<file path="src/rtl/filter_ctrl_pkg.sv">
// Shared types and default geometry for the 3x3 filter sequencer.
package filter_ctrl_pkg;

  typedef enum logic [1:0] {
    IDLE,
    FILL,
    RUN,
    FLUSH
  } state_t;

  localparam int DEF_IMG_W = 640;
  localparam int DEF_IMG_H = 480;

endpackage

</file>
<file path="src/rtl/filter_pos_cnt.sv">
// Wrapping position counter: counts 0..LAST, with a clear that may also count the current event.
module filter_pos_cnt #(
  parameter int W    = 4,
  parameter int LAST = 9
) (
  input  logic         clock,
  input  logic         reset,
  input  logic         clr,
  input  logic         inc,
  output logic [W-1:0] cnt,
  output logic         wrap
);

  assign wrap = (cnt == W'(LAST));

  // NOTE: state resets asynchronously on the low level and updates with non-blocking assignments only.
  always_ff @(posedge clock or negedge reset) begin
    if (!reset) begin
      cnt <= '0;
    end else if (clr) begin
      cnt <= inc ? W'(1) : '0;
    end else if (inc) begin
      cnt <= wrap ? '0 : cnt + W'(1);
    end
  end

endmodule

</file>
<file path="src/rtl/filter_frame_ctrl.sv">
// Pixel-position sequencer for the 3x3 filter core: line-buffer/window strobes,
// line-end advance, bottom-row flush, border flags and output framing.
module filter_frame_ctrl
  import filter_ctrl_pkg::*;
#(
  parameter int IMG_W = DEF_IMG_W,
  parameter int IMG_H = DEF_IMG_H,
  parameter int COL_W = $clog2(IMG_W),
  parameter int ROW_W = $clog2(IMG_H)
) (
  input  logic             clock,
  input  logic             reset,
  input  logic             valid_i,
  input  logic             frame_i,
  output logic             pix_we,
  output logic [COL_W-1:0] lb_addr,
  output logic             adv,
  output logic             lb_rot,
  output logic [COL_W-1:0] ctr_col,
  output logic [ROW_W-1:0] ctr_row,
  output logic             brd_left,
  output logic             brd_right,
  output logic             brd_top,
  output logic             brd_bot,
  output logic             valid_o,
  output logic             frame_o,
  output logic             busy,
  output logic             err
);

  localparam logic [COL_W-1:0] COL_LAST = COL_W'(IMG_W - 1);
  localparam logic [ROW_W-1:0] ROW_LAST = ROW_W'(IMG_H - 1);
  // Flush column runs 0..IMG_W, one past the last real column.
  localparam int FL_W = COL_W + 1;

  typedef struct packed {
    logic             pix_we;
    logic [COL_W-1:0] lb_addr;
    logic             adv;
    logic             lb_rot;
    logic [COL_W-1:0] ctr_col;
    logic [ROW_W-1:0] ctr_row;
    logic             brd_left;
    logic             brd_right;
    logic             brd_top;
    logic             brd_bot;
    logic             valid;
    logic             frame;
  } strobe_t;

  state_t           state, state_nxt;
  logic             lend, lend_nxt;
  logic [ROW_W-1:0] row_in, row_nxt;
  logic             err_set;
  strobe_t          s, s_q;

  logic [COL_W-1:0] col_in;
  logic             col_wrap, col_clr, col_inc;
  logic [FL_W-1:0]  fl_k;
  logic             fl_done, fl_clr, fl_inc;

  filter_pos_cnt #(.W(COL_W), .LAST(IMG_W - 1)) u_col_cnt (
    .clock (clock),
    .reset (reset),
    .clr   (col_clr),
    .inc   (col_inc),
    .cnt   (col_in),
    .wrap  (col_wrap)
  );

  filter_pos_cnt #(.W(FL_W), .LAST(IMG_W)) u_flush_cnt (
    .clock (clock),
    .reset (reset),
    .clr   (fl_clr),
    .inc   (fl_inc),
    .cnt   (fl_k),
    .wrap  (fl_done)
  );

  // NOTE: every signal driven here gets a default first, so no path can infer a latch.
  always_comb begin
    s         = '0;
    state_nxt = state;
    lend_nxt  = 1'b0;
    row_nxt   = row_in;
    col_clr   = 1'b0;
    col_inc   = 1'b0;
    fl_clr    = 1'b0;
    fl_inc    = 1'b0;
    err_set   = 1'b0;

    case (state)
      IDLE: begin
        if (valid_i && frame_i) begin
          s.pix_we  = 1'b1;
          col_clr   = 1'b1;
          col_inc   = 1'b1;
          row_nxt   = '0;
          state_nxt = FILL;
        end
      end

      FILL, RUN: begin
        if (lend) begin
          // Line end wins over any input; a pixel here breaks the blanking rule.
          s.adv     = 1'b1;
          s.lb_rot  = 1'b1;
          s.ctr_col = COL_LAST;
          s.ctr_row = (state == RUN) ? row_in - ROW_W'(1) : '0;
          s.valid   = (state == RUN);
          err_set   = valid_i;
          if (row_in == ROW_LAST) begin
            state_nxt = FLUSH;
            fl_clr    = 1'b1;
            row_nxt   = '0;
          end else begin
            state_nxt = RUN;
            row_nxt   = row_in + ROW_W'(1);
          end
        end else if (valid_i && frame_i) begin
          err_set   = 1'b1;
          s.pix_we  = 1'b1;
          col_clr   = 1'b1;
          col_inc   = 1'b1;
          row_nxt   = '0;
          state_nxt = FILL;
        end else if (valid_i) begin
          s.pix_we  = 1'b1;
          s.lb_addr = col_in;
          col_inc   = 1'b1;
          lend_nxt  = col_wrap;
          if (col_in != '0) begin
            s.adv     = 1'b1;
            s.ctr_col = col_in - COL_W'(1);
            s.ctr_row = (state == RUN) ? row_in - ROW_W'(1) : '0;
            s.valid   = (state == RUN);
          end
        end
      end

      FLUSH: begin
        err_set = valid_i;
        fl_inc  = 1'b1;
        if (!fl_done) begin
          s.pix_we  = 1'b1;
          s.lb_addr = fl_k[COL_W-1:0];
        end
        if (fl_k != '0) begin
          s.adv     = 1'b1;
          s.valid   = 1'b1;
          s.ctr_col = COL_W'(fl_k - FL_W'(1));
          s.ctr_row = ROW_LAST;
        end
        if (fl_done) begin
          state_nxt = IDLE;
        end
      end

      default: state_nxt = IDLE;
    endcase

    s.brd_left  = s.adv && (s.ctr_col == '0);
    s.brd_right = s.adv && (s.ctr_col == COL_LAST);
    s.brd_top   = s.adv && (s.ctr_row == '0);
    s.brd_bot   = s.adv && (s.ctr_row == ROW_LAST);
    s.frame     = s.valid && (s.ctr_col == '0) && (s.ctr_row == '0);
  end

  always_ff @(posedge clock or negedge reset) begin
    if (!reset) begin
      state  <= IDLE;
      lend   <= 1'b0;
      row_in <= '0;
      s_q    <= '0;
      busy   <= 1'b0;
      err    <= 1'b0;
    end else begin
      state  <= state_nxt;
      lend   <= lend_nxt;
      row_in <= row_nxt;
      s_q    <= s;
      busy   <= (state != IDLE);
      err    <= err | err_set;
    end
  end

  assign pix_we    = s_q.pix_we;
  assign lb_addr   = s_q.lb_addr;
  assign adv       = s_q.adv;
  assign lb_rot    = s_q.lb_rot;
  assign ctr_col   = s_q.ctr_col;
  assign ctr_row   = s_q.ctr_row;
  assign brd_left  = s_q.brd_left;
  assign brd_right = s_q.brd_right;
  assign brd_top   = s_q.brd_top;
  assign brd_bot   = s_q.brd_bot;
  assign valid_o   = s_q.valid;
  assign frame_o   = s_q.frame;

endmodule

</file>
<file path="config.mk">
export PLATFORM = sky130hd
export DESIGN_NAME = filter_frame_ctrl
export DESIGN_NICKNAME = d
export VERILOG_FILES = /design/src/rtl/filter_ctrl_pkg.sv /design/src/rtl/filter_pos_cnt.sv /design/src/rtl/filter_frame_ctrl.sv
export SDC_FILE = /design/constraint.sdc
export NUM_CORES = 1
export LEC_CHECK = 0
export BUFFER_PORTS_ARGS = -buffer_cell sky130_fd_sc_hd__buf_4
export CORE_MARGIN = 4
export CORE_UTILIZATION = 30
export DETAILED_ROUTE_END_ITERATION = 10
export RECOVER_POWER = 50
export SETUP_SLACK_MARGIN = 0.5
export SLEW_MARGIN = 20
export SYNTH_ARGS = -nofsm -noshare
export SYNTH_HDL_FRONTEND = slang
export SYNTH_SLANG_ARGS = --single-unit
</file>
<file path="constraint.sdc">
create_clock -name clock -period 2.7 [get_ports clock]
set_input_delay 0 -clock clock [delete_from_list [all_inputs] [get_ports clock]]
set_output_delay 0 -clock clock [all_outputs]
set_load 0.03 [all_outputs]
</file>
# [Yosys cells after proc, flatten, opt, wreduce, memory -nomap -nowiden]
# Cells that the tools add are included.
[totals] n_memories=0 latch_bits=0 output_inout_bits=40 rom_bits=0 ramBits=0 register_bits=73 word_cells=110 inputBits=4
[op_classes] div_mod_pow=0 mux=58 order_cmp=0 n_reduce_logical=17 n_shift=0 n_mul=0 bitwise=1 eq_ne=9 n_addsub=6
[op_table] op="$mux 19" count=5
[op_table] op="$mux 11" count=6
[op_table] op="$pmux 19 s2" count=1
[op_table] op="$mux 9" count=4
[op_table] op="$mux 10" count=3
[op_table] op="$mux 1" count=27
[op_table] op="$pmux 11 s2" count=1
[op_table] op="$eq 10x10->1 const B" count=2
[op_table] op="$sub 10x1->10 const B" count=2
[op_table] op="$eq 9x9->1 const B" count=2
[op_table] op="$pmux 9 s2" count=1
[op_table] op="$mux 12" count=1
[op_table] op="$add 11x1->11 const B" count=1
[op_table] op="$eq 11x10->1 const B" count=1
[op_table] op="$reduce_bool 11->1" count=1
[op_table] op="$add 10x1->10 const B" count=1
[op_table] op="$logic_not 10->1" count=1
[op_table] op="$reduce_bool 10->1" count=1
[op_table] op="$add 9x1->9 const B" count=1
[op_table] op="$logic_not 9->1" count=1
[op_table] op="$sub 9x1->9 const B" count=1
[op_table] op="$pmux 1 s2" count=4
[op_table] op="$reduce_bool 2->1" count=4
[op_table] op="$logic_and 1x1->1" count=7
[op_table] op="other kinds (9)" count=12

# [Longest topological paths before layout]
# Gate-level depths: netlist of the first run.
[logic_depth] depth_word=10 ltp_mapped=9 ltp_nobuf=8

# [Modules after synthesis]
# From an unflattened synthesis of the first run, not the netlist that was laid out.
[unflattened] hier_cells=449 area_unflattened_um2=4159.0
[modules_own_cells] mod="filter_frame_ctrl" seq_area_each_um2=1301.2 instances=1 cells_per_inst=325 area_each_um2=2955.3
[modules_own_cells] mod="filter_pos_cnt at u_flush_cnt" seq_area_each_um2=275.3 instances=1 cells_per_inst=70 area_each_um2=656.9
[modules_own_cells] mod="filter_pos_cnt at u_col_cnt" seq_area_each_um2=250.2 instances=1 cells_per_inst=54 area_each_um2=546.8

# [Least setup slack after synthesis of the first run]
# Ideal clock, no wire load.
[synth_path] kind="register to register" from="register u_col_cnt.cnt[0]" to="register s_q (netlist bit brd_right)" path_buffers=1 path_slack_ps=221 setup_ps=80 stages_incl_launch_ff=10 required_ps=2620 t_arrival_ps=2398 synth_period_minus_slack_ps=2479 cell_sequence="dfrtp_1 > clkbuf_1 > inv_1 > ha_1 > or4b_4 > or4_1 > a21oi_1 > a211oi_1 > a211o_1 > nor3_2"
[synth_lines] item="start: declaration" line_no="filter_pos_cnt.sv:10" source="output logic [W-1:0] cnt,"
[synth_lines] item="start signal: assignment" line_no="filter_pos_cnt.sv:21" source="cnt <= inc ? W'(1) : '0;"
[synth_lines] item="start signal: assignment" line_no="filter_pos_cnt.sv:23" source="cnt <= wrap ? '0 : cnt + W'(1);"
[synth_lines] item="end signal: assignment" line_no="filter_frame_ctrl.sv:181" source="s_q <= s;"
[synth_lines] item="end: declaration" line_no="filter_frame_ctrl.sv:55" source="strobe_t s, s_q;"

==> impl_metrics.yaml, run 1 <==
run_status:
  outcome: "complete, but fails checks"
  violations: "capacitance limit, slew limit"
sta:
  finalSetupTns_ps: 0
  max_slew_margin: -0.1728
  hold_slack_ps: 106.8
  finalSetupViolCount: 0
  drv_slew: 74
  rsz0062_at_grt: "true"
  tightest_slew_ps: 1759
  period_share: 0.8659
  hold_violations: 0
  max_freq_ghz: 0.4277
  min_period_ps: 2338
  fin_skew_ps: 5.707
  layout_setup_ws_ps: 362.0
layout:
  regArea_mm2: 0.001836
  areaGrowthSynthToFinish_pct: 25.38
  fill_cells: 1361
  antennaDiodeCount: 0
  drive_above_1_share: 0.2133
  finish.net_count: 535
  multiInputGateArea_mm2: 0.002328
  layout_commonest_cell: "dfrtp_1"
  mostFrequentLayoutCells: "66 x dfrtp_1, 53 x nor2_1, 40 x clkbuf_1"
  final_core_util: 0.3888
global_routing:
  grt_max_degree: 74
  antenna_found_initial: 0
  grt_overflow: 0
  grt_pass1_wl_mm: 18.86
  grt_pass1_vias: 3625
  grt_usage: 0.1464
placement:
  portBuffers: 43
  gp_congestion: 0.9079
  pre_cts_ws_ps: 211.3
  dpl.hpwl_mm: 8.339
routing:
  drc: 0
  wl_per_cell_um: 16.81
  antenna_violating_nets_post_route: 0
  drt_wl_total_mm: 11.79
  dr.pass1.iters: 5
  dr.first_iter.drc_count: 329
  vias_per_cell: 5.358
  vias: 3756
power:
  pwr-share-clk: 0.293
  power_switching_share: 0.3616
  powerDensity_mw_per_mm2: 736.7
  internal_power_mw: 2.460
  p_leak_nw: 2.230
  pwr-share-seq: 0.336
  ir_drop_v: 0.0003227
  p_comb_frac: 0.371
  switchingPower_mw: 1.393
floorplanning:
  dieHeight_um: 125.9
  rows: 42
  dieWidth_um: 125.9
  core_mm2: 0.01345
  start_util: 0.3101
  io_pins: 44
  die_area_mm2: 0.01586
synthesis:
  synth_xor_area_frac: 0.05249
  yosys.area_share.simple: 0.2235
  async_flop_share: 1.000
  syn_inst: 461
  syn_nets: 476
  yosys_warnings: 0
  synthAdderAreaFrac: 0.03299
  syn_area_mm2: 0.004172
  synth_top_family_by_area: "simple AND/OR/NAND/NOR gates"
  synth_compound_area_frac: 0.1818
  ys_ff_latch: 73
  yosysSeqAreaShare: 0.4379
  ys_types: 68
  synthMuxAreaShare: 0.01440
  synthFlopType: "dfrtp_1"
  synth_edf_count: 0
  syn_avg_cell_area_um2: 9.049
clocking:
  htreeDepth: 3
  cts_root_buf: "clkbuf_16"
  clockBufferDepth: 2
  cts-buffers-inserted: 9
  clock_sinks: 73
  cts_tree: "done"
  cts.reportedPaths.clkPinSlew_ps: 50
  clock_latency_ps: 330
worst_setup_path:
  crit_required_ps: 2950
  cp_slowest_cell: "or4b_4"
  path_cells: "inv_2 > ha_4 > or4b_4 > buf_4 > a21o_1 > a211oi_2 > o21ai_0 > a211o_1 > nor3_2"
  crit_path_end_kind: "register"
  slowest_delay_ps: 460
  critPathMaxFanout: 3
  cp.arrival_ps: 2590
  critical_path_class: "register to register"
  startpoint_type: "register"
min_path:
  hold_path_class: "input pin to register"
flow_run:
  cap_violations: 1
## flip-flops by register name (all words and copies together) (netlist names), 2 cells and up
name	flops
ctr_col	10
ctr_row	9
lb_addr	10
row_in	9
state	2
u_col_cnt.cnt	10
u_flush_cnt.cnt	11
## synthesized netlist by cell type, types with 4 or more instances
| cell type | n | share of area |
|---|---|---|
| nor2_1 | 54 | 0.049 |
| nand3_1 | 10 | 0.012 |
| buf_2 | 4 | 0.0048 |
| nand4_1 | 11 | 0.016 |
| a21oi_1 | 20 | 0.024 |
| clkbuf_1 | 25 | 0.022 |
| nand2b_1 | 7 | 0.010 |
| and3_1 | 7 | 0.010 |
| nor3_1 | 17 | 0.020 |
| ha_1 | 11 | 0.033 |
| o41ai_1 | 5 | 0.010 |
| nor4_1 | 6 | 0.0090 |
| o31ai_1 | 4 | 0.0072 |
| mux2i_1 | 6 | 0.014 |
| a22oi_1 | 12 | 0.022 |
| xnor2_1 | 13 | 0.027 |
| a31oi_1 | 9 | 0.013 |
| dfrtp_1 | 73 | 0.44 |
| o21ai_1 | 10 | 0.012 |
| nand2_1 | 35 | 0.031 |
| xor2_1 | 12 | 0.025 |
| inv_1 | 22 | 0.020 |
| o21ai_0 | 19 | 0.023 |
## kinds of logic (layout without fill, tap and decap cells)
logic type / count (synthesis) / after routing
multiplexers: 6 / 6
AO/OA/AOI/OAI: 112 / 112
XOR/XNOR: 25 / 25
flip-flops: 73 / 73
adder cells (fa/ha/maj): 11 / 11
buffers and inverters: 57 / 121
AND/OR/NAND/NOR: 177 / 177
## worst paths after layout
kind | start | end | slack, ps | cells after the start
worst max-delay path | u_col_cnt.cnt[1]$_DFFE_PN0P_ | brd_right$_DFF_PN0_ | 360 | 9
min in group asynchronous | reset | ctr_col[7]$_DFF_PN0_ | 680 | 2
worst max register to register | u_col_cnt.cnt[1]$_DFFE_PN0P_ | brd_right$_DFF_PN0_ | 360 | 9
worst min-delay path | frame_i | lend$_DFF_PN0_ | 110 | 5
max in group asynchronous | reset | u_flush_cnt.cnt[3]$_DFFE_PN0P_ | 860 | 2
worst min register to register | err$_DFF_PN0_ | err$_DFF_PN0_ | 480 | 1
## through the flow
stage,std cells,area [µm²],total power [mW]
after floorplan,461,4197,2.181
after global placement,667,4732,2.512
after detailed placement,667,4732,2.524
after CTS,695,5201,3.798
after global routing,701,5230,4.059
final,701,5230,3.853
## layer usage
layer,GRT usage,routed length [µm],part of all wire,vias to the layer above
met3,0.03091,679,0.058,21
met5,0,0,0,-
met2,0.2275,5517,0.47,137
met4,0.06246,244,0.021,0
met1,0.1979,5347,0.45,1836
li1,-,-,-,1762
## layout make-up
type,instances,share of cell area
Clock inverter,4,0.005024
Clock buffer,12,0.05096
Multi-Input combinational cell,331,0.4452
Tap cell,176,0.04211
Sequential cell,73,0.3510
Timing Repair Buffer,81,0.08804
Inverter,24,0.01770
## power groups by stage
stage | sequential [mW] | clock [mW] | combinational, mW
floorplan | 1.35 | 0 | 0.830
global placement | 1.32 | 0 | 1.19
detailed placement | 1.33 | 0 | 1.20
CTS | 1.29 | 1.15 | 1.36
global route | 1.31 | 1.20 | 1.55
finish | 1.29 | 1.13 | 1.43
## repair_timing
item | 4_1_cts | 5_1_grt
endpoints found under the setup margin | 22 | 41
buffers inserted | 10 | 6
pin swaps | 10 | 11
resized for setup | 21 | 30
hold buffers | 2 | 0
endpoints found under the hold margin | 75 | 0
## critical path: cells and delay by family, from the launching register on
kind                     cells  cell delay (ps)
AO/OA/AOI/OAI                4              810
adder cells (fa/ha/maj)      1              140
buffers and inverters        2              270
flip-flops                   1              400
AND/OR/NAND/NOR              2              650
Note: power is estimated with default switching activity, not from simulation.
==> run 2: changes to the inputs <==
--- a/config.mk
+++ b/config.mk
@@ -14,4 +14,5 @@
 export SLEW_MARGIN = 20
 export SYNTH_ARGS = -nofsm -noshare
 export SYNTH_HDL_FRONTEND = slang
+export SYNTH_HIERARCHICAL = 1
 export SYNTH_SLANG_ARGS = --single-unit
==> constraint.sdc (replaced) <==
create_clock -name clock -period 1.9 [get_ports clock]
set_input_delay 0 -clock clock [delete_from_list [all_inputs] [get_ports clock]]
set_output_delay 0 -clock clock [all_outputs]
set_load 0.03 [all_outputs]
==> impl_metrics.yaml, run 2 <==
synthesis:
  syn_avg_cell_area_um2: 9.263
  synthMuxAreaShare: 0.009627
  syn_nets: 465
  synth.top_cell.area_share: 0.4392
  syn_area_mm2: 0.004159
  synth_top_family_by_area: "simple AND/OR/NAND/NOR gates"
  synth_top_area_cell: "dfrtp_1"
  yosys.area_share.simple: 0.2404
  yosysMostFrequentCell: "dfrtp_1"
  synth_compound_area_frac: 0.1928
  async_flop_share: 1.000
  yosys_warnings: 6
  synth_edf_count: 0
  synthFlopType: "dfrtp_1"
  synthTopCellsByCount: "73 x dfrtp_1, 55 x nor2_1, 31 x a21oi_1"
  synthAdderAreaFrac: 0.03610
  ys_top_cells_by_area: "dfrtp_1 44%, nor2_1 5.0%, a21oi_1 3.7%, ha_1 3.6%, o21ai_0 2.6%"
  syn_inst: 449
  synth_xor_area_frac: 0.04001
  ys_types: 69
  ys_ff_latch: 73
  yosysSeqAreaShare: 0.4392
layout:
  mostFrequentLayoutCells: "159 x buf_4, 61 x dfrtp_1, 47 x buf_6"
  layout_commonest_cell: "buf_4"
  fill_cells: 1107
  antennaDiodeCount: 0
  largest_reg_flops: 11
  regMostFlops: "u_flush_cnt/cnt"
  drive_above_1_share: 0.5729
  finish.net_count: 690
  stdcell_count: 855
  areaGrowthSynthToFinish_pct: 78.46
  final_area_mm2: 0.007422
global_routing:
  antenna_found_initial: 0
  grt_overflow: 0
  grt_pass1_vias: 4631
  grt_max_degree: 40
  grt_usage: 0.1796
  grt_pass1_wl_mm: 23.39
worst_setup_path:
  cp.arrival_ps: 2650
  crit_required_ps: 2140
  startpoint_type: "register"
  critPathMaxFanout: 2
  critical_path_class: "register to register"
  crit_path_end_kind: "register"
clocking:
  cts-buffers-inserted: 9
  cts_root_buf: "clkbuf_16"
  htreeDepth: 3
  cts.reportedPaths.clkPinSlew_ps: 60
  clock_sinks: 73
  clock_latency_ps: 340
  cts_tree: "done"
  clockBufferDepth: 2
sta:
  hold_violations: 0
  finalSetupViolCount: 48
  rsz0062_at_grt: "true"
  finalSetupTns_ps: -11280
  max_freq_ghz: 0.4150
  fin_skew_ps: 9.080
  drv_slew: 0
  tightest_slew_ps: 889.5
  min_period_ps: 2410
  layout_setup_ws_ps: -509.7
  max_slew_margin: 0.4070
  period_share: 1.268
routing:
  drt_wl_total_mm: 15.22
  dr.first_iter.drc_count: 387
  dr.pass1.iters: 5
  wl_per_cell_um: 17.80
  antenna_violating_nets_post_route: 0
  vias: 4602
  vias_per_cell: 5.382
  drc: 0
run_status:
  outcome: "complete, but fails checks"
  violations: "setup timing"
placement:
  gp_congestion: 0.8944
  dpl_cell_area_mm2: 0.005874
  portBuffers: 43
  place_inst: 778
  dpl.hpwl_mm: 9.582
power:
  powerDensity_mw_per_mm2: 791.2
  p_leak_nw: 3.326
  total_power_mw: 5.872
  ir_drop_v: 0.0005388
min_path:
  hold_path_class: "input pin to register"
floorplanning:
  die_area_mm2: 0.01581
  core_mm2: 0.01340
  io_pins: 44
  rows: 42
  dieWidth_um: 125.7
  dieHeight_um: 125.7
  start_util: 0.3104
flow_run:
  cap_violations: 0
-- run 2: cell types whose count changed in the layout (fill, tap and decap cells not counted), moves of 8 or more --
cell,previous run,this run
nor2_1,53,44
buf_4,38,159
a22oi_2,0,8
nand2_1,33,18
buf_6,0,47
clkbuf_1,40,21
a22oi_1,12,2
a21oi_2,2,18
-- run 2: per-stage QoR --
step           worst slack, ps  utilization  hold WS (ps)
3_5_place_dp            -486.7       0.4384        -15.59
4_1_cts                 -493.1       0.5212         60.26
5_1_grt                 -634.6       0.5539         98.83
2_1_floorplan           -407.3            -        -295.6
6_report                -509.7       0.5539         85.12
3_3_place_gp            -446.7       0.4384        -23.17
-- run 2: path summary, 6_finish.rpt --
| check | from | to | slack, ps | cells after the start |
|---|---|---|---|---|
| max in group asynchronous | reset | row_in[0]$_DFFE_PN0P_ | 410 | 3 |
| hold / removal | valid_i | pix_we$_DFF_PN0_ | 90 | 4 |
| hold reg to reg | err$_DFF_PN0_ | err$_DFF_PN0_ | 480 | 1 |
| setup reg to reg | u_col_cnt/cnt[2]$_DFFE_PN0P_ | frame_o$_DFF_PN0_ | -510 | 7 |
| min in group asynchronous | reset | ctr_col[6]$_DFF_PN0_ | 330 | 2 |
| setup / recovery | u_col_cnt/cnt[2]$_DFFE_PN0P_ | frame_o$_DFF_PN0_ | -510 | 7 |
-- run 2: worst max-delay path, cell delays in order (launching register included) --
cell and delay (ps):
dfrtp_2 410, or4_4 530, o41ai_2 270, o21ai_1 210, a221oi_2 360, nand4_1 180
buf_4 180, nor3_1 170
-- run 2: report_power, final --
group	total (mW)	switching, mW	internal [mW]
Sequential	1.72	0.0633	1.65
Clock	1.84	0.656	1.18
Combinational	2.32	1.20	1.12
Total	5.87	1.92	3.95
-- run 2: routing by layer --
metal  wire length [µm]  part of all wire  vias to the layer above  GRT usage
met5                  0                 0                        -          0
met4                289             0.019                        0    0.06940
met3                693             0.046                       27    0.03810
met2               7886              0.52                      186     0.3090
met1               6354              0.42                     2283     0.2210
li1                   -                 -                     2106          -
-- run 2: logic make-up (layout without fill, tap and decap cells) --
family,after synthesis,after routing
AOI/OAI and AO/OA,116,116
muxes,4,4
DFF,73,73
xor gates and xnor gates,19,19
buffers and inverters,43,273
and+or+nand+nor,182,182
adders and majority gates,12,12
-- run 2: area by class of cell --
cell class | count | area (µm²) | share of cell area
multi-input combinational | 333 | 3058 | 0.4120
timing repair buffer | 233 | 1881 | 0.2534
sequential | 73 | 1842 | 0.2481
clock buffer | 11 | 242.7 | 0.03270
tap | 176 | 220.2 | 0.02967
inverter | 24 | 100.1 | 0.01349
clock inverter | 5 | 78.83 | 0.01062
-- run 2: timing repair --
action,4_1_cts,5_1_grt
setup buffers,32,25
hold endpoints to repair,35,0
hold buffers,2,0
setup endpoints to repair,71,71
resized for setup,123,76
pin swaps,50,40
gates cloned,2,0
